### config.mk
export PLATFORM = sky130hd
export DESIGN_NAME = ab_gen
export DESIGN_NICKNAME = d
export VERILOG_FILES = /design/src/rtl/ab_pkg.sv /design/src/rtl/ab_gen_abl_add.sv /design/src/rtl/ab_gen.sv
export SDC_FILE = /design/constraint.sdc
export NUM_CORES = 1
export LEC_CHECK = 0
export BUFFER_PORTS_ARGS = -buffer_cell sky130_fd_sc_hd__buf_4
export CAP_MARGIN = 20
export CORE_MARGIN = 2
export CORE_UTILIZATION = 49
export CTS_BUF_LIST = sky130_fd_sc_hd__clkbuf_16
export DETAILED_ROUTE_END_ITERATION = 10
export PLACE_DENSITY = 0.72
export SYNTH_ARGS = -nofsm -noshare
export SYNTH_HDL_FRONTEND = slang
export SYNTH_SLANG_ARGS = --single-unit
### constraint.sdc
create_clock -name clk -period 4.55 [get_ports clk]
set_clock_uncertainty 0.1 [all_clocks]
set_input_delay 0.455 -clock clk [delete_from_list [all_inputs] [get_ports clk]]
set_output_delay 0.455 -clock clk [all_outputs]
set_load 0.01 [all_outputs]
### src/rtl/ab_pkg.sv
// Shared ab_op field layout and select/op encodings for the address-bus generator.
package ab_pkg;

  localparam int unsigned OP_W   = 12;
  localparam int unsigned AB_W   = 16;
  localparam int unsigned BYTE_W = 8;

  // Bit positions inside ab_op = {I,P,H,F, AHB[2:0], ABL[3:0], CI}
  localparam int unsigned I_BIT   = 11;
  localparam int unsigned P_BIT   = 10;
  localparam int unsigned H_BIT   = 9;
  localparam int unsigned F_BIT   = 8;
  localparam int unsigned AHB_HI  = 7;
  localparam int unsigned AHB_LO  = 5;
  localparam int unsigned SELA_HI = 4;
  localparam int unsigned SELA_LO = 3;
  localparam int unsigned SELB_HI = 2;
  localparam int unsigned SELB_LO = 1;
  localparam int unsigned CI_BIT  = 0;

  // Low-byte adder A operand select
  localparam logic [1:0] SEL_A_ZERO = 2'b00;
  localparam logic [1:0] SEL_A_DB   = 2'b01;
  localparam logic [1:0] SEL_A_AHL  = 2'b10;
  localparam logic [1:0] SEL_A_PCL  = 2'b11;

  // Low-byte adder B operand select
  localparam logic [1:0] SEL_B_ZERO = 2'b00;
  localparam logic [1:0] SEL_B_RSVD = 2'b01;
  localparam logic [1:0] SEL_B_ABL  = 2'b10;
  localparam logic [1:0] SEL_B_REG  = 2'b11;

  // High-byte source select
  localparam logic [2:0] AHB_ZERO    = 3'b000;
  localparam logic [2:0] AHB_RSV1    = 3'b001;
  localparam logic [2:0] AHB_ONE     = 3'b010;
  localparam logic [2:0] AHB_RSV3    = 3'b011;
  localparam logic [2:0] AHB_ABH_INC = 3'b100;
  localparam logic [2:0] AHB_ABH_DEC = 3'b101;
  localparam logic [2:0] AHB_PCH     = 3'b110;
  localparam logic [2:0] AHB_DB      = 3'b111;

  // PC update op {I,P}
  localparam logic [1:0] PC_KEEP   = 2'b00;
  localparam logic [1:0] PC_FOLLOW = 2'b01;
  localparam logic [1:0] PC_RSVD   = 2'b10;
  localparam logic [1:0] PC_SAVE   = 2'b11;

  // Decoded view of one ab_op word, bit-for-bit identical to the raw layout
  typedef struct packed {
    logic       i;
    logic       p;
    logic       h;
    logic       f;
    logic [2:0] ahb;
    logic [1:0] sel_a;
    logic [1:0] sel_b;
    logic       ci;
  } ab_op_t;

endpackage

### src/rtl/ab_gen_abl_add.sv
// Low-byte operand muxes and 8-bit adder; returns {c8, sum}.
module abl_add
  import ab_pkg::*;
(
  input  logic [1:0]        sel_a,
  input  logic [1:0]        sel_b,
  input  logic              ci,
  input  logic [BYTE_W-1:0] db,
  input  logic [BYTE_W-1:0] ahl,
  input  logic [BYTE_W-1:0] pcl,
  input  logic [BYTE_W-1:0] abl,
  input  logic [BYTE_W-1:0] reg_byte,
  output logic [BYTE_W:0]   sum_c
);

  logic [BYTE_W-1:0] opa;
  logic [BYTE_W-1:0] opb;

  // Operand A select
  always_comb begin
    opa = '0;
    case (sel_a)
      SEL_A_ZERO: opa = '0;
      SEL_A_DB:   opa = db;
      SEL_A_AHL:  opa = ahl;
      SEL_A_PCL:  opa = pcl;
      default:    opa = '0;
    endcase
  end

  // Operand B select; the reserved code reads as zero
  always_comb begin
    opb = '0;
    case (sel_b)
      SEL_B_ZERO: opb = '0;
      SEL_B_RSVD: opb = '0;
      SEL_B_ABL:  opb = abl;
      SEL_B_REG:  opb = reg_byte;
      default:    opb = '0;
    endcase
  end

  // Single 8-bit add with carry-in, carry-out in bit 8
  always_comb begin
    sum_c = {1'b0, opa} + {1'b0, opb} + (BYTE_W+1)'(ci);
  end

endmodule

### src/rtl/ab_gen.sv
// Address-bus generator: next-address computation plus AB, PC and AHL registers.
module ab_gen
  import ab_pkg::*;
(
  input  logic              clk,
  input  logic              reset_n,
  input  logic              rdy,
  input  logic [OP_W-1:0]   ab_op,
  input  logic [BYTE_W-1:0] DB,
  input  logic [BYTE_W-1:0] REG,
  output logic [AB_W-1:0]   AB,
  output logic [AB_W-1:0]   PC
);

  logic              op_i;
  logic              op_p;
  logic              op_h;
  logic              op_f;
  logic [2:0]        op_ahb;
  logic [1:0]        op_sel_a;
  logic [1:0]        op_sel_b;
  logic              op_ci;

  logic [BYTE_W-1:0] ahl;
  logic [BYTE_W:0]   abl_n;
  logic              c8;
  logic [BYTE_W-1:0] abh_n;
  logic [AB_W-1:0]   ab_n;

  logic [BYTE_W-1:0] abh_inc;
  logic [BYTE_W-1:0] abh_dec;
  logic [BYTE_W-1:0] pch_inc;
  logic [BYTE_W-1:0] db_inc;

  // Field extraction from the sequencer word
  always_comb begin
    op_i     = ab_op[I_BIT];
    op_p     = ab_op[P_BIT];
    op_h     = ab_op[H_BIT];
    op_f     = ab_op[F_BIT];
    op_ahb   = ab_op[AHB_HI:AHB_LO];
    op_sel_a = ab_op[SELA_HI:SELA_LO];
    op_sel_b = ab_op[SELB_HI:SELB_LO];
    op_ci    = ab_op[CI_BIT];
  end

  abl_add u_abl_add (
    .sel_a    (op_sel_a),
    .sel_b    (op_sel_b),
    .ci       (op_ci),
    .db       (DB),
    .ahl      (ahl),
    .pcl      (PC[BYTE_W-1:0]),
    .abl      (AB[BYTE_W-1:0]),
    .reg_byte (REG),
    .sum_c    (abl_n)
  );

  assign c8 = abl_n[BYTE_W];

  // High-byte candidates are computed in parallel with the low adder, so c8
  // only steers a final mux; AB_hi + 0xFF + c8 collapses to AB_hi or AB_hi-1.
  always_comb begin
    abh_inc = AB[AB_W-1:BYTE_W] + 8'd1;
    abh_dec = AB[AB_W-1:BYTE_W] - 8'd1;
    pch_inc = PC[AB_W-1:BYTE_W] + 8'd1;
    db_inc  = DB + 8'd1;
  end

  // High-byte select; F forces the vector page and wins over AHB
  always_comb begin
    abh_n = '0;
    if (op_f) begin
      abh_n = 8'hFF;
    end else begin
      case (op_ahb)
        AHB_ZERO:    abh_n = 8'h00;
        AHB_RSV1:    abh_n = 8'h00;
        AHB_ONE:     abh_n = 8'h01;
        AHB_RSV3:    abh_n = 8'h00;
        AHB_ABH_INC: abh_n = c8 ? abh_inc : AB[AB_W-1:BYTE_W];
        AHB_ABH_DEC: abh_n = c8 ? AB[AB_W-1:BYTE_W] : abh_dec;
        AHB_PCH:     abh_n = c8 ? pch_inc : PC[AB_W-1:BYTE_W];
        AHB_DB:      abh_n = c8 ? db_inc : DB;
        default:     abh_n = 8'h00;
      endcase
    end
  end

  assign ab_n = {abh_n, abl_n[BYTE_W-1:0]};

  // AB, PC and AHL registers; all sample pre-edge values, nothing forwarded
  always_ff @(posedge clk or negedge reset_n) begin
    if (!reset_n) begin
      AB  <= '0;
      PC  <= '0;
      ahl <= '0;
    end else if (rdy) begin
      AB <= ab_n;
      case ({op_i, op_p})
        PC_KEEP:   PC <= PC;
        PC_FOLLOW: PC <= ab_n;
        PC_RSVD:   PC <= PC;
        PC_SAVE:   PC <= AB + 16'd1;
        default:   PC <= PC;
      endcase
      if (op_h) begin
        ahl <= DB;
      end
    end
  end

endmodule

; ---- Word-level counts from Yosys, hierarchy flattened
; Cells that the tools add are included.
[op_classes]
n_eq_ne = 16
add_sub_neg = 7
multipliers = 0
reduce_logical = 9
n_bitwise = 1
shift = 0
div_mod_pow = 0
mux = 9
n_lt_le_gt_ge = 0
[ops]
columns = cell, count
row1 = 8-bit case mux with 6 select lines, 1
row2 = 8-bit 2-to-1 mux, 5
row3 = 16-bit case mux with 2 select lines, 1
row4 = 8-bit case mux with 4 select lines, 1
row5 = "8-bit by 1-bit adder with 8-bit output, second input constant", 3
row6 = 8-bit case mux with 3 select lines, 1
row7 = "16-bit by 1-bit adder with 16-bit output, second input constant", 1
row8 = "2-bit == test, second input constant", 6
row9 = "3-bit == test, second input constant", 4
row10 = 8-bit by 8-bit adder with 9-bit output, 1
row11 = 9-bit by 1-bit adder with 9-bit output, 1
row12 = "8-bit by 1-bit subtractor with 8-bit output, second input constant", 1
row13 = "2-bit by 1-bit == test with 1-bit output, second input constant", 3
row14 = "3-bit by 2-bit == test with 1-bit output, second input constant", 2
row15 = 2-bit logical NOT, 3
row16 = 2-bit AND reduction, 2
row17 = 2-bit OR reduction, 2
row18 = "3-bit by 1-bit == test with 1-bit output, second input constant", 1
row19 = 3-bit logical NOT, 1
row20 = 3-bit OR reduction, 1
row21 = 1-bit NOT, 1
[word_totals]
latchBits = 0
ram_bits = 0
wordCells = 45
register_bits = 40
mem_bits_ro = 0
inputBits = 31
memories = 0
out_inout_bits = 32

; ---- Depth between registers and ports, before layout
[logic_depth]
depth_word = 9
ltp_mapped = 16
ltp_nobuf = 12

; ---- Modules after synthesis
; From an unflattened synthesis, not the netlist that was laid out.
[hier_totals]
cells_unflattened = 384
hier_area_um2 = 3358.2
[by_module_without_submodules]
columns = module, seq_area_each_um2, n_inst, area_each_um2, cells_each
row1 = ab_gen, 1001.0, 1, 2721.4, 305
row2 = abl_add, 0.0, 1, 636.9, 79

; ---- Least setup slack after synthesis
; No wires, ideal clock.
[synth_timing]
kind = input to register
from = input ab_op[3]
to = register PC[12]
path_buffers = 1
required_ns = 4.307
setup_time_ns = 0.143
arrival_time_ns = 3.503
stages = 13
slack_ns = 0.804
cell_sequence = clkbuf_1 mux2_2 a22oi_1 fa_1 inv_1 fa_1 a211oi_2 nor3_1 nor2_2 mux2i_1 xnor2_1 a2111oi_1 o221ai_1
[synth_between]
elab_chain_cells = 8
elab_cells_between_ends = 14
cone_classes = add/sub (2) / eq/ne (3) / mux (8) / reduce/logical (1)
[synth_lines]
columns = item, line_no
row1 = "start, declared", ab_gen.sv:8  ; input logic [OP_W-1:0] ab_op,
row2 = 2-bit == test (tied with other cells), ab_gen_abl_add.sv:22  ; case (sel_a)
row3 = 8-bit case mux with 4 select lines *, ab_gen_abl_add.sv:22
row4 = 8-bit by 8-bit adder with 9-bit output *, ab_gen_abl_add.sv:45  ; sum_c = {1'b0, opa} + {1'b0, opb} + (BYTE_W+1)'(ci);
row5 = 9-bit by 1-bit adder with 9-bit output *, ab_gen_abl_add.sv:45
row6 = 8-bit 2-to-1 mux (on tied branches), -
row7 = 8-bit case mux with 6 select lines *, ab_gen.sv:76  ; case (op_ahb)
row8 = 8-bit 2-to-1 mux *, ab_gen.sv:73  ; if (op_f) begin
row9 = 16-bit case mux with 2 select lines *, ab_gen.sv:100  ; case ({op_i, op_p})
row10 = "end signal, assigned", ab_gen.sv:102  ; PC_FOLLOW: PC <= ab_n;
row11 = "end signal, assigned", ab_gen.sv:104  ; PC_SAVE: PC <= AB + 16'd1;
row12 = "end, declared", ab_gen.sv:12  ; output logic [AB_W-1:0] PC
; Every way passes the cells marked *; elsewhere a longest branch is shown, timed or not.
; A chain may end at the register's enable or synchronous reset.

; ---- Worst setup path after layout
[layout_timing]
from = register AB[0]
to = register PC[10]
[layout_between]
elab_chain_cells = 7
elab_cells_between_ends = 11
cone_classes = add/sub (3) / mux (8)
[layout_lines]
columns = item, line_no
row1 = "start, declared", ab_gen.sv:11  ; output logic [AB_W-1:0] AB,
row2 = "start signal, assigned", ab_gen.sv:99  ; AB <= ab_n;
row3 = 8-bit case mux with 3 select lines, ab_gen_abl_add.sv:34  ; case (sel_b)
row4 = 8-bit by 8-bit adder with 9-bit output, ab_gen_abl_add.sv:45
row5 = 9-bit by 1-bit adder with 9-bit output, ab_gen_abl_add.sv:45
row6 = 8-bit 2-to-1 mux (on tied branches), -
row7 = 8-bit case mux with 6 select lines, ab_gen.sv:76
row8 = 8-bit 2-to-1 mux, ab_gen.sv:73
row9 = 16-bit case mux with 2 select lines *, ab_gen.sv:100
; Marks and branches as above.

==> parameters.txt <==
Parameter                              Value

Detailed routing
  Number of DRC markers in iteration 0 ... 231
  WL final ... 9740 um
  Via density per instance ... 6.30
  Number of remaining DRC errors ... 0
  Average detailed-routed wire length per instance ... 19.5 um
  Number of detailed-route iterations in the first pass ... 6
  Final ANT Viol Nets ... 0
  Via count ... 3,152

STA
  Transition at the pin with the smallest max-transition slack ... 0.882 ns
  Number of hold violations in the final report ... 0
  # setup viols final ... 0
  Final Max Slew Viols ... 0
  Post-layout minimum cycle time ... 3.79 ns
  Upper clock frequency limit ... 264 MHz
  Final-layout setup total negative slack ... 0 ns
  Setup repair after global routing missed its margin ... no
  Final hold slack ... 0.0511 ns
  Worst-case headroom to the max-slew limit ... 0.411
  Fraction of the cycle the final worst path needs ... 0.833

Logic synthesis
  Mean instance size in the synthesized netlist ... 8.88 um^2
  Top cells by instance count after synthesis ... dfrtp_1, nand2_1, nor2_1
  Flip-flop and latch count after synthesis ... 40
  Post-synth EDFFs ... 0
  Async S/R FF share, synth ... 1.00
  Top flip-flop cell by instance count after synthesis ... dfrtp_1
  Leading post-synthesis cells by cell area ... dfrtp_1, mux2_2, xor2_1, ha_1, xnor2_1
  Share of synthesized cell area in and, or, nand and nor gates ... 0.167
  Number of cells produced by synthesis ... 373
  Fraction of post-synthesis cell area in the top cell type by area ... 0.302
  Xor/xnor share of the synthesized area ... 0.108
  Synth warn ... 0
  Number of unique standard cell types used by synthesis ... 54
  Number of nets in the synthesized netlist ... 418
  Cell taking the most area after synthesis ... dfrtp_1
  Post-synthesis compound-gate area fraction ... 0.185
  Main combinational cell family by area after synthesis ... compound AO/OA/AOI/OAI gates
  Sequential share of the synthesized area ... 0.302
  Synthesized-area fraction occupied by adder cells ... 0.0574
  Most frequent cell after synthesis ... dfrtp_1
  Cell area after synthesis ... 0.00331 mm^2
  Share of synthesized area spent on multiplexers ... 0.134

Clock tree
  Cts-stage hold buffer count ... 0
  Clock input transition at the sequential cells of the worst setup and hold paths ... 0.06 ns
  Insertion delay to the later sink of the worst-skew pair ... 0.28 ns
  Post-cts gate resize count ... 0
  Number of buffers created by CTS ... 5
  Post-CTS setup repair buffer count ... 0
  Clock net sink count ... 40
  Max H-tree Level ... 2
  Clk root buf ... clkbuf_16
  TritonCTS clock tree ... yes
  Clock buffer depth ... 2

Worst setup path
  Crit end category ... register
  CP startpoint kind ... register
  Number of buffers and inverters on the critical path ... 1
  Crit Reg-Reg Startpoint ... AB[0]
  Beginning of the critical path ... AB[0]
  Most common cell on crit path ... fa_1
  Req. time, crit path ... 4.59 ns
  Cell family with most CP delay ... compound AO/OA/AOI/OAI gates
  CP max-delay cell ... a2111oi_0
  Type of the worst setup path ... register to register
  Data arrival, critical path ... 3.82 ns
  Critical Path, Cell by Cell ... mux2_2 -> nand2_1 -> fa_1 -> inv_1 -> fa_1 -> a211oi_2 -> nor3_2 -> o21ai_0 -> o32ai_1 -> xor2_1 -> a2111oi_0 -> o221ai_1
  Largest stage delay on the critical path ... 0.76 ns
  CP Max Fanout ... 11

Worst hold path
  Worst hold-check path type ... input pin to asynchronous set/reset pin

Die
  Die height ... 86.2 um
  Initial core utilization ... 0.513
  Top-level I/O count ... 63
  Core area ... 0.00646 mm^2
  Area of the die ... 0.00744 mm^2
  Std-Cell Rows ... 29
  Horizontal extent of the die ... 86.2 um

GRT
  Antenna violations before repair ... 0
  Vias in the first global route ... 3,019
  Overflow left after global routing ... 0
  Global Route Usage Sum ... 0.271
  First-pass GRT wire length ... 15,800 um
  Pin count of the biggest net entering global routing ... 41

Pwr
  VDD IR-drop max ... 0.304 mV
  Total design power ... 1.75 mW
  Leakage power total ... 1.73 nW
  Power density normalized to cell area ... 440 mW/mm^2

Place
  Detailed placement HPWL ... 7100 um
  Routability congestion estimate ... 0.979
  Port Buffer Count ... 62

Status
  Run status ... finished clean

Finish
  Share of cells above drive strength 1 ... 0.248
  Area growth, synth to finish ... 20.1%
  Final antenna diode count ... 0
  Layout filler cell count ... 575
  Final net count ... 468

Flow run
  Max-capacitance violation count ... 0
cell families after synthesis:
kind of cell | Yosys count
AO/OA/AOI/OAI | 92
adder cells (fa/ha/maj) | 14
buffers and inverters | 33
multiplexers | 39
XOR/XNOR | 41
AND/OR/NAND/NOR | 114
flip-flops | 40
through the flow:
stage                     cells  setup slack (ns)  area [um^2]  utilization
after floorplan             373             0.804         3310            -
after global placement      493             0.601         3790        0.587
after detailed placement    493             0.543         3790        0.587
after CTS                   500             0.752         3980        0.616
after global routing        500             0.407         3980        0.616
final                       500             0.761         3980        0.616
routing by layer:
layer	GRT usage	vias to the layer above	wire length, um
met5	0	-	0
met4	0.0966	0	231
met3	0.0505	20	717
met2	0.416	154	4480
met1	0.384	1520	4310
li1	-	1458	-
path summary, 6_finish.rpt:
check | end | slack, ns | cells past startpoint
min in group clk | ahl[0] | 0.35 | 2
max | PC[10] | 0.76 | 12
max reg2reg | PC[10] | 0.76 | 12
min reg2reg | ahl[7] | 0.41 | 1
min | AB[5] | 0.05 | 1
max in group asynchronous | PC[0] | 3.92 | 1
registers in the layout, summed over array words and instances (netlist names):
name	flops
ahl	8
AB	16
PC	16
cell usage in the layout, fill, tap and decap left out, drive strengths merged, types with 7 or more instances in the layout:
cell type,netlist,layout
buf,11,65
nand2,32,32
o21ai,24,24
inv,11,11
a21oi,20,20
nor2,30,30
xnor2,17,17
a22o,7,7
nor3,9,9
mux2i,13,13
dfrtp,40,40
xor2,24,24
mux2,24,24
nand3,12,12
nor2b,10,10
ha,12,12
worst reg2reg max path, delay by kind of cell (launching register included):
kind | cells | cell delay [ns]
compound gates | 5 | 1.41
xor+xnor | 1 | 0.12
fa+ha+maj | 2 | 0.66
buf+inv | 1 | 0.08
flops | 1 | 0.46
mux | 1 | 0.19
simple gates | 2 | 0.62
power breakdown:
part	leakage, nW	switching (mW)	internal (mW)
registers	0.467	0.153	0.448
logic	1.17	0.344	0.351
clock network	0.0899	0.145	0.311
area by class of cell:
type	count	area (um^2)	area share
clock buffers	5	125	0.0315
clock inverters	2	60.1	0.0151
inverters	11	41.3	0.0104
multi-input cells	300	2170	0.545
flip-flops and latches	40	1000	0.252
well taps	77	96.3	0.0242
repair buffers	65	488	0.123
Note: power is estimated with default switching activity, not from simulation.
